--- config.mk ---
export PLATFORM = sky130hd
export DESIGN_NAME = seq_divider_hhrb98
export DESIGN_NICKNAME = d
export VERILOG_FILES = /design/src/rtl/seq_divider_pkg.sv /design/src/rtl/div_step.sv /design/src/rtl/seq_divider_hhrb98.sv
export SDC_FILE = /design/constraint.sdc
export NUM_CORES = 1
export LEC_CHECK = 0
export ABC_AREA = 0
export CORE_MARGIN = 2
export CORE_UTILIZATION = 58
export CTS_BUF_LIST = sky130_fd_sc_hd__clkbuf_8
export DETAILED_ROUTE_END_ITERATION = 8
export PLACE_DENSITY = 0.95
export SLEW_MARGIN = 5
export SYNTH_ARGS = -nofsm -noshare
export SYNTH_HDL_FRONTEND = slang
export SYNTH_HIERARCHICAL = 1
export SYNTH_SLANG_ARGS = --single-unit
--- constraint.sdc ---
create_clock -name clk -period 3.3 [get_ports clk]
set_input_delay 0.33 -clock clk [delete_from_list [all_inputs] [get_ports clk]]
set_output_delay 0.33 -clock clk [all_outputs]
set_load 0.02 [all_outputs]
--- src/rtl/seq_divider_pkg.sv ---
// Shared types and sizing for the iterative restoring divider.
package seq_divider_pkg;
  localparam int DW_DEF = 8;
  localparam int VW_DEF = 4;
  localparam int CW_DEF = $clog2(DW_DEF);

  typedef enum logic [1:0] {
    IDLE = 2'd0,
    RUN  = 2'd1,
    DONE = 2'd2
  } state_e;
endpackage

--- src/rtl/div_step.sv ---
// One restoring-division iteration: shift in the next dividend bit, subtract if it fits.
module div_step #(
  parameter int VW = 4
) (
  input  logic [VW-1:0] r_i,
  input  logic          q_msb_i,
  input  logic [VW-1:0] d_i,
  output logic [VW-1:0] r_o,
  output logic          qbit_o
);
  logic [VW:0] t;

  assign t      = {r_i, q_msb_i};
  assign qbit_o = (t >= {1'b0, d_i});
  // Partial remainder stays below the divisor, so T-D always fits in VW bits.
  assign r_o    = qbit_o ? (t[VW-1:0] - d_i) : t[VW-1:0];
endmodule

--- src/rtl/seq_divider_hhrb98.sv ---
// Sequential restoring divider: one quotient bit per clock, valid/ready on both sides.
module seq_divider_hhrb98
  import seq_divider_pkg::*;
#(
  parameter int DW = DW_DEF,
  parameter int VW = VW_DEF
) (
  input  logic          clk,
  input  logic          rst_n,
  input  logic          in_valid,
  output logic          in_ready,
  input  logic [DW-1:0] dividend,
  input  logic [VW-1:0] divisor,
  output logic          out_valid,
  input  logic          out_ready,
  output logic [DW-1:0] quotient,
  output logic [VW-1:0] remainder,
  output logic          div_by_zero
);
  localparam int            CW   = $clog2(DW);
  localparam logic [CW-1:0] LAST = CW'(DW - 1);

  state_e        state_q, state_d;
  logic [DW-1:0] q_q, quot_q, q_nxt;
  logic [VW-1:0] d_q, r_q, rem_q, r_nxt;
  logic [CW-1:0] cnt_q;
  logic          dbz_q, qbit, accept, last;

  div_step #(.VW(VW)) u_step (
    .r_i     (r_q),
    .q_msb_i (q_q[DW-1]),
    .d_i     (d_q),
    .r_o     (r_nxt),
    .qbit_o  (qbit)
  );

  assign q_nxt  = {q_q[DW-2:0], qbit};
  assign accept = in_valid && (state_q == IDLE);
  assign last   = (state_q == RUN) && (cnt_q == LAST);

  always_comb begin
    state_d = state_q;
    case (state_q)
      IDLE:    if (in_valid) state_d = (divisor == '0) ? DONE : RUN;
      RUN:     if (cnt_q == LAST) state_d = DONE;
      DONE:    if (out_ready) state_d = IDLE;
      default: state_d = IDLE;
    endcase
  end

  always_ff @(posedge clk or negedge rst_n) begin
    if (!rst_n) begin
      state_q <= IDLE;
      q_q     <= '0;
      d_q     <= '0;
      r_q     <= '0;
      cnt_q   <= '0;
      quot_q  <= '0;
      rem_q   <= '0;
      dbz_q   <= 1'b0;
    end else begin
      state_q <= state_d;
      if (accept) begin
        q_q   <= dividend;
        d_q   <= divisor;
        r_q   <= '0;
        cnt_q <= '0;
        if (divisor == '0) begin
          quot_q <= '1;
          rem_q  <= '0;
          dbz_q  <= 1'b1;
        end
      end else if (state_q == RUN) begin
        r_q   <= r_nxt;
        q_q   <= q_nxt;
        cnt_q <= cnt_q + 1'b1;
        // Result registers only move on completion so outputs hold between ops.
        if (last) begin
          quot_q <= q_nxt;
          rem_q  <= r_nxt;
        end
      end else if (state_q == DONE && out_ready) begin
        dbz_q <= 1'b0;
      end
    end
  end

  assign in_ready    = (state_q == IDLE);
  assign out_valid   = (state_q == DONE);
  assign quotient    = quot_q;
  assign remainder   = rem_q;
  assign div_by_zero = dbz_q;
endmodule
* Word-level counts from Yosys, hierarchy flattened
Cells that the tools add are included.
Widths: inputs -> output; s select.
** Word-level totals
- Input bits :: 16
- Output and inout bits :: 15
- Register bits after elaboration :: 34
- Logic and storage cells :: 54
** Cells by class
- $lt $le $gt $ge :: 1
- Reductions and logical operators :: 11
- Add/sub/neg operators :: 2
- Mux-type cells :: 24
- Equal/unequal tests :: 8
** Operator list (number)
- $mux 8 :: 6
- $mux 4 :: 7
- $reduce_and 3->1 :: 3
- $mux 2 :: 4
- $mux 3 :: 2
- $ne 2x2->1 const B :: 3
- $pmux 2 s3 :: 1
- $reduce_bool 2->1 :: 3
- $ge 5x4->1 :: 1
- $logic_not 4->1 :: 1
- $mux 1 :: 4
- $ne 2x1->1 const B :: 2
- $sub 4x4->4 :: 1
- $add 3x1->3 const B :: 1
- $eq 3x3->1 const B :: 1
- $logic_and 1x1->1 :: 3
- $eq 2x1->1 const B :: 1
- $eq 2x2->1 const B :: 1
- $logic_not 2->1 :: 1

* Longest topological paths before layout
Gate-level depths: netlist of the first run.
- Word-level depth :: 5
- Mapped depth :: 8
- Depth with buffers taken out :: 8

* Cells and area by module
Netlist of the first run, hierarchy kept.
** Modules (own cells, without submodules)
- seq_divider_hhrb98 :: cells an instance 143, times used 1, area each 1455.1 um^2
- div_step :: cells an instance 28, times used 1, area each 224.0 um^2

* Least setup slack after synthesis of the first run
OpenSTA, ideal clock, no wires.
- Path type :: register to register
- Start :: reg r_q[1]
- End :: reg rem_q[2], in the netlist remainder[2]
- Setup time :: 0.126 ns
- Setup slack :: 1.680 ns
- Arrival :: 1.494 ns
- Cell stages (with the launch flop) :: 8
- Path buffers :: 0
- Path through :: dfrtp_1 -> ha_1 -> nand4_1 -> nand2_2 -> nor2_4 -> mux2_4 -> nand2_1 -> o21ai_0
** On the way
- Cells in the longest elaborated chain, start to end :: 5
- Elaborated cells between the ends (all ways) :: 6
** RTL lines
- from (decl) :: RTL line seq_divider_hhrb98.sv:25 : logic [VW-1:0] d_q, r_q, rem_q, r_nxt;
- from (signal assigned) :: RTL line seq_divider_hhrb98.sv:74 : r_q <= r_nxt;
- $sub 4x4->4 / $ge 5x4->1 (equally long branches) :: RTL line div_step.sv:16, div_step.sv:14
- $mux 4 (*) :: RTL line div_step.sv:16 : assign r_o = qbit_o ? (t[VW-1:0] - d_i) : t[VW-1:0];
- net r_nxt[2] :: RTL line seq_divider_hhrb98.sv:25
- $mux 4 (*) :: RTL line seq_divider_hhrb98.sv:78 : if (last) begin
- $mux 4 (*) :: RTL line seq_divider_hhrb98.sv:73 : end else if (state_q == RUN) begin
- $mux 4 (*) :: RTL line seq_divider_hhrb98.sv:63 : if (accept) begin
- to (signal assigned) :: RTL line seq_divider_hhrb98.sv:80 : rem_q <= r_nxt;
- to (decl) :: RTL line seq_divider_hhrb98.sv:25
The timed path passes the listed nets; every way through them passes the cells marked *. The select of a mux whose other input is x is not followed.
A chain may end at the register's enable or synchronous reset.

* Final worst setup path of the first run
- Start :: reg state_q[1]
- End :: out out_valid
** On the way
- Cells in the longest elaborated chain, start to end :: 1
** RTL lines
- from (decl) :: RTL line seq_divider_hhrb98.sv:23 : state_e state_q, state_d;
- from (signal assigned) :: RTL line seq_divider_hhrb98.sv:62 : state_q <= state_d;
- $eq 2x2->1 :: RTL line seq_divider_hhrb98.sv:89 : assign out_valid = (state_q == DONE);
- to (decl) :: RTL line seq_divider_hhrb98.sv:14 : output logic out_valid,
No other way between the ends.

==> results.cfg, run 1 <==
[detailed_routing]
ant_nets = 0
viasPerCell = 5.77
num_vias = 1355
wirelength_mm = 3.73
post_drt_wl_per_cell_um = 15.9
dr.pass1.iters = 4
drc = 0
drtIter0Drc = 43

[yosys]
synth_warnings = 6
synth_top_area_frac = 0.507
synthesis.nets = 194
ys_types = 33
synth_area_leader_cell = dfrtp_1
avgSynthCellArea_um2 = 9.82
netlist_area_um2 = 1680
ys_seq_area_frac = 0.507
synth_seq_cells = 34
synthTopCellsByArea = dfrtp_1 (51%), nand2_1 (6.7%), mux2i_1 (6.0%)
syn_inst = 171

[finish]
layout_commonest_cell = dfrtp_1
final_util = 0.763
instances_no_fill = 235
design_area_um2 = 2100
nets = 226
layout-drive-gt1-share = 0.113
insertedDiodeCount = 0
area_growth_pct = 25.3
final_cell_mix = dfrtp_1 (34), nand2_1 (30), clkdlybuf4s50_1 (30)

[critical_path]
r2r_cells = 7
endpoint_kind = output pin
worstSetupPathType = register to output pin
crit_path_max_fanout = 7
critPathSlowestCell = clkdlybuf4s50_1
reg2reg_setup_slack_ps = 1430
critPathRequiredTime_ps = 2970
arrival_ps = 1630
r2r-end = r_q[2]$_DFFE_PN0P_
crit_chain = nor2b_1, clkdlybuf4s50_1
worst_setup_path_start_kind = register
rr_startpoint = r_q[1]$_DFFE_PN0P_
slowest_delay_ps = 650

[floorplanning]
rows = 19
coreArea_um2 = 2760
die-area_um2 = 3340
die_x_um = 57.8
initial_core_util = 0.609
chipHeight_um = 57.8
ioPinCount = 31

[power_and_ir_drop]
ir_drop_v = 0.000903
leakage_uw = 0.000953
power_density_nw_per_um2 = 1140
power.total_uw = 2400

[grt]
overflow = 0
grt_pass1_wl_mm = 6.29
grt_max_degree = 35
antenna_found_initial = 0
grt_pass1_vias = 1345
grt.total_usage = 0.258

[placement]
gp_congestion = 0.817
placed_area_um2 = 1990
dp_cells = 227
numPortBuffers = 30
hpwl_mm = 2.84

[timing]
worstMarginPinSlew_ps = 674
period_minus_slack_ps = 1960
rsz0062_at_grt = no
tns_ps = 0
max_freq_mhz = 511
fin_worst_skew_ps = 4.87
fin_crit_sh = 0.593
hold_viol = 0
setup_viol = 0
relSlewSlack = 0.549
drv_slew = 0

[clocking]
cts.sinks = 34
cts_root_buffer = clkbuf_8
htree_levels = 2
cts_resized = 0
cts_buffers = 5
cts_hold_buf = 0
insertion_delay_ps = 290
clkTransAtPathRegs_ps = 70
cts_tree = built
cts_buffer_depth = 2
post_cts.repair.setup_buffers = 0

[hold_path]
worstHoldPathType = input port to asynchronous set/reset pin

[status]
outcome = finished clean

[job]
max-cap-violations = 0
==> worst max-delay path by stage <==
| stage | depth (start not counted) | slack, ps | startpoint | endpoint |
|---|---|---|---|---|
| 3_5_place_dp | 5 | 1200 | in_valid | cnt_q[0]$_DFFE_PN0P_ |
| 5_1_grt | 2 | 1280 | state_q[1]$_DFFE_PN0P_ | out_valid |
| 2_1_floorplan | 7 | 1680 | r_q[1]$_DFFE_PN0P_ | remainder[2]$_DFFE_PN0P_ |
| 3_3_place_gp | 5 | 1310 | in_valid | cnt_q[0]$_DFFE_PN0P_ |
| 4_1_cts | 2 | 1340 | state_q[1]$_DFFE_PN0P_ | out_valid |
| 6_report | 2 | 1340 | state_q[1]$_DFFE_PN0P_ | out_valid |
==> stage by stage <==
step	hold WS (ps)	setup slack, ps
2_1_floorplan	34.4	1680
3_3_place_gp	461	1310
3_5_place_dp	483	1200
4_1_cts	444	1340
5_1_grt	467	1280
6_report	439	1340
==> where the power goes <==
group | total (µW) | switching [µW] | leakage [µW] | internal, µW
Clock | 373 | 151 | 0.0000579 | 222
Sequential | 783 | 155 | 0.000400 | 628
Combinational | 1250 | 686 | 0.000495 | 560
Total | 2400 | 991 | 0.000953 | 1410
==> layout make-up <==
class / count / area, µm²
repair buffers: 32 / 315
inverters: 7 / 26.3
well taps: 31 / 38.8
flip-flops and latches: 34 / 851
fillers: 180 / 654
clock inverters: 3 / 40.0
multi-input cells: 123 / 763
clock buffers: 5 / 68.8
==> state kept, by name, summed over array words and instances (netlist names) <==
signal       flops
cnt_q            3
d_q              4
div_by_zero      1
q_q              8
quotient         8
r_q              4
remainder        4
state_q          2
==> cell families after synthesis <==
logic type	count (synthesis)	synth area share
AND/OR/NAND/NOR	67	0.183
flip-flops	34	0.507
AO/OA/AOI/OAI	33	0.112
multiplexers	15	0.0954
buffers and inverters	14	0.0417
adder cells (fa/ha/maj)	7	0.0566
XOR/XNOR	1	0.00522
==> cells in the mapped netlist (all sizes together) <==
library cell  number
clkbuf             1
and2               1
mux2               5
nor2b              1
and3b              1
nor4               1
nand3b             2
o22ai              1
dfrtp             34
nand2             32
ha                 6
inv                7
a211o              1
a21o               1
o21ai             20
buf                6
nor2              22
mux2i             10
xnor2              1
a21oi             10
nor3               2
nor3b              1
nand2b             2
fa                 1
and2b              1
nand4              1
==> metal layers <==
layer	part of all wire	vias up	routed length [µm]	track usage
met5	0	-	0	0
met3	0.055	12	206	0.0804
met1	0.40	659	1470	0.303
li1	-	632	-	-
met2	0.52	52	1960	0.427
met4	0.024	0	91	0.136
==> worst max-delay path: cells and delay by family, from the launching register on <==
family | cells | cell delay, ps
and+or+nand+nor | 1 | 260
buffers and inverters | 1 | 650
DFF | 1 | 430
No activity file was read; power rests on OpenSTA's default activity.
==> run 2: changes to the inputs <==
--- a/config.mk
+++ b/config.mk
@@ -7,10 +7,10 @@
 export LEC_CHECK = 0
 export ABC_AREA = 0
 export CORE_MARGIN = 2
-export CORE_UTILIZATION = 58
+export CORE_UTILIZATION = 54
 export CTS_BUF_LIST = sky130_fd_sc_hd__clkbuf_8
 export DETAILED_ROUTE_END_ITERATION = 8
-export PLACE_DENSITY = 0.95
+export PLACE_DENSITY = 0.94
 export SLEW_MARGIN = 5
 export SYNTH_ARGS = -nofsm -noshare
 export SYNTH_HDL_FRONTEND = slang
==> constraint.sdc (replaced) <==
create_clock -name clk -period 1.8 [get_ports clk]
set_input_delay 0.18 -clock clk [delete_from_list [all_inputs] [get_ports clk]]
set_output_delay 0.18 -clock clk [all_outputs]
set_load 0.02 [all_outputs]
==> run 2 against run 1 <==
- utilization decreased by 4.1 points
- worst setup slack got worse by 1300 ps
- worst hold slack worse by 150 ps
- first-iteration DRC count rose by 79%
- sequential share of layout area down 1.2 points
- combinational power is 96% higher
- total power increased by 86%
- sequential power rose by 84%
- wire length decreased by 6.0%
- critical path type is now register to register
- critical endpoint is now r_q[1]$_DFFE_PN0P_
- largest cell class unchanged
==> results.cfg, run 2 (synthesized netlist as in run 1, its figures left out) <==
[detailed_routing]
ant_nets = 0
drc = 0
viasPerCell = 5.60
wirelength_mm = 3.50
dr.pass1.iters = 4
drtIter0Drc = 77
post_drt_wl_per_cell_um = 14.6
num_vias = 1339

[grt]
grt.total_usage = 0.214
grt_pass1_wl_mm = 5.60
grt_max_degree = 35
antenna_found_initial = 0
grt_pass1_vias = 1260
overflow = 0

[finish]
instances_no_fill = 239
final_util = 0.721
final_cell_mix = dfrtp_1 (34), nand2_1 (30), clkdlybuf4s50_1 (29)
layout_commonest_cell = dfrtp_1
layout-drive-gt1-share = 0.146
area_growth_pct = 29.0
fillCellCount = 213
nets = 228
insertedDiodeCount = 0

[clocking]
cts.sinks = 34
htree_levels = 2
cts_hold_buf = 0
cts_tree = built
cts_buffers = 5
insertion_delay_ps = 290
clkTransAtPathRegs_ps = 70
cts_root_buffer = clkbuf_8
cts_buffer_depth = 2

[critical_path]
crit_path_max_fanout = 4
crit_buf_inv = 1
arrival_ps = 1950
worstSetupPathType = register to register
critPathRequiredTime_ps = 1990
critPathSlowestCell = dfrtp_1
slowest_delay_ps = 400
crit_chain = inv_1, ha_4, nand2b_1, a21oi_4, nor2_4, mux2i_1, nand2_1, o21ai_0
worst_setup_path_start_kind = register
endpoint_kind = register
cp_top_family = simple AND/OR/NAND/NOR gates

[timing]
max_freq_mhz = 569
fin_worst_skew_ps = 3.57
drv_slew = 0
fin_crit_sh = 0.976
setup_viol = 0
hold_viol = 0
relSlewSlack = 0.653
worstMarginPinSlew_ps = 521
hold_slack_ps = 292
tns_ps = 0
period_minus_slack_ps = 1760

[hold_path]
worstHoldPathType = input port to asynchronous set/reset pin

[floorplanning]
rows = 20
ioPinCount = 31
initial_core_util = 0.559
die_x_um = 59.8
die-area_um2 = 3570
coreArea_um2 = 3000
chipHeight_um = 59.8

[placement]
hpwl_mm = 2.37
dp_cells = 230
gp_congestion = 0.806
numPortBuffers = 30

[status]
outcome = finished clean

[power_and_ir_drop]
power_density_nw_per_um2 = 2070
power.total_uw = 4470
leakage_uw = 0.000973
ir_drop_v = 0.00127

[job]
max-cap-violations = 0
run 2: changes by cell type in the layout (fill, tap and decap cells not counted), sizes merged:
cell	delta
clkinvlp	+1
clkinv	-1
clkbuf	+1
bufinv	-1
dlymetal6s2s	+1
buf	+2
clkdlybuf4s50	-1
run 2: per-layer routing:
metal  share of wire  vias to the layer above  global-route usage  wire [µm]
met3           0.049                        7              0.0433        172
met4           0.019                        0               0.108         65
li1                -                      639                   -          -
met1            0.44                      646               0.280       1540
met5               0                        -                   0          0
met2            0.49                       47               0.337       1720
run 2: stage by stage:
stage	cell area [µm²]	setup WS, ps
floorplan	1680	180
global placement	2020	110
detailed placement	2020	52.1
CTS	2110	7.01
global route	2170	-22.2
finish	2170	42.5
run 2: worst paths after layout:
path	from	to	slack (ps)	cells past startpoint
min reg2reg	div_by_zero$_DFFE_PN0P_	div_by_zero$_DFFE_PN0P_	500	1
max in group asynchronous	rst_n	d_q[3]$_DFFE_PN0P_	1200	2
min in group clk	dividend[5]	q_q[5]$_DFFE_PN0P_	440	3
min	rst_n	quotient[4]$_DFFE_PN0P_	290	2
max reg2reg	q_q[7]$_DFFE_PN0P_	r_q[1]$_DFFE_PN0P_	40	8
max	q_q[7]$_DFFE_PN0P_	r_q[1]$_DFFE_PN0P_	40	8
run 2: what timing repair did:
| item | 4_1_cts | 5_1_grt |
|---|---|---|
| endpoints found under the setup margin | 0 | 7 |
| gates resized for setup | 0 | 6 |
| buffers inserted | 0 | 1 |
run 2: power breakdown:
| group | switching [µW] | total (µW) | internal [µW] |
|---|---|---|---|
| Sequential | 289 | 1440 | 1150 |
| Clock | 280 | 588 | 307 |
| Combinational | 1290 | 2450 | 1150 |
| Total | 1860 | 4470 | 2610 |
run 2: area by class of cell:
cell class,instances,area (µm²),share of cell area
multi-input combinational,123,807,0.373
sequential,34,851,0.393
timing repair buffer,34,345,0.159
clock buffer,6,82.6,0.0381
tap,33,41.3,0.0191
clock inverter,2,12.5,0.00578
inverter,7,26.3,0.0121
==> run 3: changes to the inputs <==
==> constraint.sdc (replaced) <==
create_clock -name clk -period 1.9 [get_ports clk]
set_input_delay 0.19 -clock clk [delete_from_list [all_inputs] [get_ports clk]]
set_output_delay 0.19 -clock clk [all_outputs]
set_load 0.02 [all_outputs]
==> run 3 against run 2 <==
- wire length shrank 5.2%
- design area shrank 2.7%
- global-route usage shrank 0.10 points
- sequential power shrank 6%
- largest cell class unchanged
- worst setup slack gained 57 ps
- combinational power shrank 14%
- utilization shrank 2.0 points
- clock-buffer cell count is the same
- non-clock buffer count is the same
- first-iteration DRC count shrank 38%
- critical path depth shrank 6
==> results.cfg, run 3 (synthesized netlist as in run 1, its figures left out) <==
[status]
outcome = finished clean

[finish]
insertedDiodeCount = 0
fillCellCount = 233
design_area_um2 = 2110
area_growth_pct = 25.5
layout_commonest_cell = dfrtp_1
nets = 228
multiInputGateArea_um2 = 763
instances_no_fill = 239
layout-drive-gt1-share = 0.121
final_cell_mix = dfrtp_1 (34), nand2_1 (30), clkdlybuf4s50_1 (30)
register_area_um2 = 851

[floorplanning]
chipHeight_um = 59.8
die_x_um = 59.8
die-area_um2 = 3570
coreArea_um2 = 3000
rows = 20
initial_core_util = 0.559
ioPinCount = 31

[clocking]
post_cts.repair.setup_buffers = 0
cts_tree = built
htree_levels = 2
cts_root_buffer = clkbuf_8
cts_buffer_depth = 2
clkTransAtPathRegs_ps = 70
cts_buffers = 5
insertion_delay_ps = 290
cts.sinks = 34
cts_hold_buf = 0
cts_resized = 0

[power_and_ir_drop]
sequentialPowerShare = 0.336
p_sw_uw = 1650
ir_drop_v = 0.000791
p_int_uw = 2350
pwr-share-comb = 0.525
p_clk_frac = 0.139
power_density_nw_per_um2 = 1900
leakage_uw = 0.000953
switching_share = 0.413

[grt]
antenna_found_initial = 0
overflow = 0
grt_pass1_wl_mm = 5.47
grt_max_degree = 35
grt.total_usage = 0.213
grt_pass1_vias = 1201

[timing]
hold_viol = 0
setup_viol = 0
fin_worst_skew_ps = 4.47
max_freq_mhz = 555
period_minus_slack_ps = 1800
tns_ps = 0
hold_slack_ps = 293
worst_slack_ps = 99.1
relSlewSlack = 0.638
rsz0062_at_grt = no
worstMarginPinSlew_ps = 542
fin_crit_sh = 0.948
drv_slew = 0

[detailed_routing]
ant_nets = 0
num_vias = 1311
post_drt_wl_per_cell_um = 13.9
viasPerCell = 5.49
wirelength_mm = 3.32
dr.pass1.iters = 4
drc = 0
drtIter0Drc = 48

[placement]
numPortBuffers = 30
gp_congestion = 0.822
hpwl_mm = 2.40
dp_cells = 231
dp_slack_ps = 171
placed_area_um2 = 2010

[critical_path]
cp_top_family = buffers and inverters
crit_path_max_fanout = 7
endpoint_kind = output pin
crit_buf_inv = 1
critPathRequiredTime_ps = 1710
arrival_ps = 1610
slowest_delay_ps = 640
crit_chain = nor2b_1, clkdlybuf4s50_1
worstSetupPathType = register to output pin
critPathSlowestCell = clkdlybuf4s50_1
worst_setup_path_start_kind = register

[hold_path]
worstHoldPathType = input port to asynchronous set/reset pin

[job]
max-cap-violations = 0
==> run 3: changes by cell type in the layout (fill, tap and decap cells not counted), sizes merged <==
cell / change
dlymetal6s2s: -1
clkdlybuf4s50: +1
==> run 3: layout make-up <==
cell class,instances,area share
multi-input cells,123,0.362
inverters,7,0.0125
repair buffers,34,0.157
well taps,33,0.0196
clock inverters,2,0.00594
clock buffers,6,0.0392
flip-flops and latches,34,0.404
==> run 3: worst reg2reg max path: cells and delay by family, from the launching register on <==
kind            cells  cell delay [ps]
buf+inv             1               60
simple gates        3              360
mux                 1              320
fa+ha+maj           1              300
flops               1              390
compound gates      2              180
==> run 3: worst paths after layout <==
path | cells past startpoint | endpoint | slack (ps) | startpoint
min reg2reg | 1 | div_by_zero$_DFFE_PN0P_ | 480 | div_by_zero$_DFFE_PN0P_
min | 2 | quotient[3]$_DFFE_PN0P_ | 290 | rst_n
max | 2 | out_valid | 100 | state_q[1]$_DFFE_PN0P_
max reg2reg | 8 | remainder[2]$_DFFE_PN0P_ | 160 | d_q[1]$_DFFE_PN0P_
max in group asynchronous | 2 | remainder[0]$_DFFE_PN0P_ | 1310 | rst_n
min in group clk | 3 | q_q[3]$_DFFE_PN0P_ | 450 | dividend[3]
==> run 3: per-stage QoR <==
stage	power, µW	utilization
floorplan	2830	-
global route	4320	0.702
finish	4010	0.702
CTS	4020	0.702
detailed placement	3450	0.670
global placement	3350	0.670
==> run 3: per-layer routing <==
| layer | vias up | share of wire | track usage |
|---|---|---|---|
| met1 | 631 | 0.46 | 0.278 |
| met2 | 35 | 0.47 | 0.328 |
| li1 | 639 | - | - |
| met5 | - | 0 | 0 |
| met3 | 6 | 0.045 | 0.0649 |
| met4 | 0 | 0.024 | 0.0952 |
==> run 3: power groups by stage <==
stage / combinational (µW) / clock, µW / sequential [µW]
CTS: 2110 / 567 / 1340
floorplan: 1380 / 0 / 1450
detailed placement: 2100 / 0 / 1350
global route: 2340 / 590 / 1390
global placement: 2020 / 0 / 1330
finish: 2110 / 556 / 1350
